**config.mk**
```make
export PLATFORM = sky130hd
export DESIGN_NAME = five_bit_write_demux
export DESIGN_NICKNAME = d
export VERILOG_FILES = /design/src/rtl/five_bit_write_demux.sv
export SDC_FILE = /design/constraint.sdc
export NUM_CORES = 1
export LEC_CHECK = 0
export CORE_ASPECT_RATIO = 0.9
export CORE_MARGIN = 2
export CORE_UTILIZATION = 30
export DETAILED_ROUTE_END_ITERATION = 7
export GPL_ROUTABILITY_DRIVEN = 0
export GPL_TIMING_DRIVEN = 0
export HOLD_SLACK_MARGIN = 0.03
export PLACE_DENSITY = 0.67
export SETUP_SLACK_MARGIN = 0.05
export SYNTH_ARGS = -nofsm -noshare
export SYNTH_HDL_FRONTEND = slang
export SYNTH_SLANG_ARGS = --single-unit
```
**constraint.sdc**
```tcl
create_clock -name clk -period 3.8 [get_ports clk]
set_input_delay 0.38 -clock clk [delete_from_list [all_inputs] [get_ports clk]]
set_output_delay 0.38 -clock clk [all_outputs]
set_load 0.005 [all_outputs]
```
**src/rtl/five_bit_write_demux.sv**
```systemverilog
// rtl/five_bit_write_demux.sv - write-back destination demultiplexer with 2-entry FIFO
//
// Accepts (5-bit destination, data) writes on a valid/ready handshake, buffers
// them in a 2-entry FIFO, and presents the oldest write as a one-hot 32-bit
// write-enable plus data for the register bank.
//
// Build option: define WRITE_COUNT_EN to enable the 16-bit commit counter;
// when undefined, commit_cnt is tied to zero.
//
// Parameters:
//   WIDTH        data width of a register write
//   ZERO_PROTECT 1: writes to address 0 are consumed but never raise out_we
//
// Ports:
//   clk, rst_n            clock, asynchronous active-low reset
//   in_valid/in_ready     upstream write handshake
//   in_addr, in_data      destination register number and write data
//   out_valid/out_ready   head-entry handshake toward the register bank
//   out_addr, out_data    head entry (zero when the FIFO is empty)
//   out_we                one-hot write enable, set only on a committing cycle
//   commit_cnt            number of popped writes (WRITE_COUNT_EN only)
module five_bit_write_demux #(
  parameter int WIDTH        = 32,
  parameter bit ZERO_PROTECT = 1'b1
) (
  input  logic             clk,
  input  logic             rst_n,
  input  logic             in_valid,
  output logic             in_ready,
  input  logic [4:0]       in_addr,
  input  logic [WIDTH-1:0] in_data,
  output logic             out_valid,
  input  logic             out_ready,
  output logic [4:0]       out_addr,
  output logic [WIDTH-1:0] out_data,
  output logic [31:0]      out_we,
  output logic [15:0]      commit_cnt
);

  logic [4:0]       addr_mem [2];
  logic [WIDTH-1:0] data_mem [2];
  logic             wr_ptr;
  logic             rd_ptr;
  logic [1:0]       count;
  logic             push;
  logic             pop;

  // Both flags come straight from the registered occupancy, so there is no
  // combinational path from out_ready to in_ready: a full FIFO refuses a push
  // even when it is being drained in the same cycle.
  assign in_ready  = (count != 2'd2);
  assign out_valid = (count != 2'd0);
  assign push      = in_valid && in_ready;
  assign pop       = out_valid && out_ready;

  always_ff @(posedge clk or negedge rst_n) begin
    if (!rst_n) begin
      wr_ptr      <= 1'b0;
      rd_ptr      <= 1'b0;
      count       <= 2'd0;
      addr_mem[0] <= '0;
      addr_mem[1] <= '0;
      data_mem[0] <= '0;
      data_mem[1] <= '0;
    end else begin
      if (push) begin
        addr_mem[wr_ptr] <= in_addr;
        data_mem[wr_ptr] <= in_data;
        wr_ptr           <= ~wr_ptr;
      end
      if (pop) begin
        rd_ptr <= ~rd_ptr;
      end
      case ({push, pop})
        2'b10:   count <= count + 2'd1;
        2'b01:   count <= count - 2'd1;
        default: count <= count;
      endcase
    end
  end

  // Head is masked to zero when empty so stale entries never leak out.
  assign out_addr = out_valid ? addr_mem[rd_ptr] : 5'd0;
  assign out_data = out_valid ? data_mem[rd_ptr] : '0;

  // A protected address-0 write still pops (and counts) but enables nothing.
  always_comb begin
    out_we = 32'd0;
    if (pop && !(ZERO_PROTECT && (out_addr == 5'd0))) begin
      out_we = 32'd1 << out_addr;
    end
  end

`ifdef WRITE_COUNT_EN
  logic [15:0] cnt_q;

  always_ff @(posedge clk or negedge rst_n) begin
    if (!rst_n) begin
      cnt_q <= 16'h0000;
    end else if (pop) begin
      cnt_q <= cnt_q + 16'h0001;
    end
  end

  assign commit_cnt = cnt_q;
`else
  assign commit_cnt = 16'h0000;
`endif

endmodule

```
==> results.md <==
- Status: finished clean
- CP Data Required Time: between 3 and 4 ns
- Dpl cells: 625
- Total track usage: 0.1379
- Seq/Total Area, Yosys: 0.4752
- Slew margin rel.: 0.6284
- Overall power: approximately 5 mW
- FF-to-FF End: data_mem[49]$_DFFE_PN0P_
- Max_cap viols: 0
- HPWL after detailed placement: 6.917 mm
- Setup TNS after final layout: 0 ns
- Comb pwr share: 0.529
- Startpoint Class: flop
- VDD IR-drop max: 0.3562 mV
- Synthesized area: just over 4000 sq um
- CTS tree: done
- Synth warnings: 0
- R2R setup slack: ~2.2 ns
- Gr ovfl total: 0
- Area contributors post-synth: dfrtp_1 (48%), mux2_2 (12%), mux2_4 (11%)
- Setup Viol. Count Final: 0
- Clk buf depth: 2
- Critical path class: flop to primary output
- Initial antenna violation count: 0
- Post-CTS Resized: 0
- P_int: around 3.4 mW
- Final hold vios: 0
- Die width: approximately 130 um
- Hold crit path type: input port to asynchronous set/reset pin
- Worst Reg-to-Reg Cells: 5
- Mapped Cells: 330
- Synth cell types: 27
- Via count: about 2.9k
- Clock power share: 0.168
- Ys flop type: dfrtp_1
- Initial drt markers: 126
- Worst-Skew Late Latency: 0.33 ns
- H-tree depth: 3
- Die Ht: 115.0 um
- Max Slew Vio Count: 0
- Period minus WS final: 2.792 ns
- RSZ-0062 raised after global routing: no
- Worst r2r src: count[0]$_DFFE_PN0P_
- Routed Antenna Nets: 0
- WL met3: 573 um
- Via density: roughly 4.5
- Hold-fix buffers, CTS: 0
- Sink Count: 78
- Post-CTS setup repair buffer count: 0
- Antenna diodes: 0
- Fin cells: 640
- CTS Buf Count: 9
- Setup Skew: about 0.0077 ns
- Routed len/inst: approximately 15 um
- Met1 Wirelength: 4.442 mm
- Nets: 510
- First-pass DRT Iterations: 4
- Remaining DRCs: 0
- Share of layout cells above drive strength 1: 0.2627
- Synth cell count leaders: dfrtp_1 (78), nor2_1 (67), mux2_2 (45), mux2i_1 (37), mux2_4 (30)
- Synth Area per Inst: 12.45 sq um
- Top layer in use: met4
- Crit-path max FO: 10
- Io pins: 128
- Core area: between 10000 and 15000 sq um
- Worst-Margin Slew: approximately 0.56 ns
- Clk pin slew, worst setup/hold paths: around 0.060 ns
- Register share of total power: 0.303
- Sw power: 1.671 mW
- Pin count of the biggest net entering global routing: 41
- Global-route wire length before repair: 15.51 mm
- Cell taking the most area after synthesis: dfrtp_1
- Static Leak: around 2.6 nW
- Post-synth top area share: 0.4752
- Area Overhead vs Synth: 40.88%
- Die area: 14650 sq um
- Routed Wire Length: 9.684 mm
- Arr. time, crit path: 2.41 ns
- Post-synth EDFFs: 0
- P per Cell Area: 874.7 nW/um^2
- CTS root buf: clkbuf_16
- Final Util: 0.4331
- Async set-reset flop share out of synthesis: 1.000
- Max Clock Freq: 0.3581 GHz
- # port buffers: between 100 and 150
- Setup crit end kind: primary output
- Met2 routed WL: 4.563 mm
- Initial Utilization: 0.3074
- Most common cell in the netlist: dfrtp_1
- Final Cycle Share: 0.7348
- Vias in the first global route: 2950
- Cell Rows: 40
- Number of synthesized register bits: 78
- Net Sw Frac: 0.3301
[cells by family after synthesis]
group           Yosys count  synth area share
mux                     114            0.3287
simple gates             85           0.09381
flops                    78            0.4752
buf+inv                  35           0.06884
compound gates           11           0.01889
xor+xnor                  5           0.01066
fa+ha+maj                 1          0.003046
other cells               1         0.0009129
[per-layer routing]
| metal | vias up | GRT usage |
|---|---|---|
| li1 | 1377 | - |
| met1 | 1384 | 0.1762 |
| met2 | 97 | 0.2278 |
| met3 | 7 | 0.03490 |
| met4 | 0 | 0.05055 |
| met5 | - | 0 |
[how the worst max path moves through the flow]
stage	startpoint	end	slack (ns)
after global routing	count[0]$_DFFE_PN0P_	out_data[29]	0.81
after detailed placement	count[0]$_DFFE_PN0P_	out_data[29]	1.32
after CTS	count[0]$_DFFE_PN0P_	out_data[29]	0.92
after global placement	rst_n	count[1]$_DFFE_PN0P_	-0.36
after floorplan	rd_ptr$_DFFE_PN0P_	out_we[24]	2.14
final	count[0]$_DFFE_PN0P_	out_data[29]	1.01
[state kept, by name (all words and copies together) (netlist names)]
name / cells
wr_ptr: 1
data_mem: 64
count: 2
addr_mem: 10
rd_ptr: 1
[stage by stage]
step	setup slack, ns	cell area, sq um	hold WS (ns)
2_1_floorplan	2.136	4168	0.08441
3_3_place_gp	-0.3587	5479	0.4760
3_5_place_dp	1.321	5497	0.3943
4_1_cts	0.9214	5787	0.03031
5_1_grt	0.8116	5787	0.06241
6_report	1.008	5787	0.02505
[cells in the final DEF (no fill, tap or decap), types with 2 or more instances in the layout]
cell type / count
and3b_1: 4
buf_1: 3
buf_12: 4
buf_2: 7
buf_4: 18
buf_6: 4
clkbuf_16: 9
clkdlybuf4s50_1: 109
clkinv_2: 2
conb_1: 17
dfrtp_1: 78
mux2_1: 2
mux2_2: 45
mux2_4: 30
mux2i_1: 37
nand3_1: 3
nor2_1: 67
nor3_1: 4
nor3b_1: 3
o211ai_1: 8
o21ai_0: 2
xnor2_1: 3
xor2_1: 2
[power groups by stage]
stage / sequential [mW] / clock (mW) / combinational, mW
3_5_place_dp: 1.54 / 0 / 2.71
6_report: 1.53 / 0.851 / 2.68
5_1_grt: 1.59 / 0.924 / 2.91
2_1_floorplan: 1.46 / 0 / 1.64
3_3_place_gp: 1.51 / 0 / 2.67
4_1_cts: 1.53 / 0.885 / 2.73
[cell type report]
cell class	count	area, sq um
timing repair buffer	111	1119
fill	1277	7576
clock inverter	4	47.55
buffer	34	279.0
multi-input combinational	233	1933
tap	168	210.2
clock buffer	11	242.7
inverter	1	3.754
sequential	78	1952
[critical path, stage by stage, from the launching register on]
cell	delay (ns)
dfrtp_1	0.44
nor2_1	0.23
buf_2	0.32
buf_1	0.48
nor2_1	0.14
clkdlybuf4s50_1	0.48
Power figures use the tool's default switching activity.
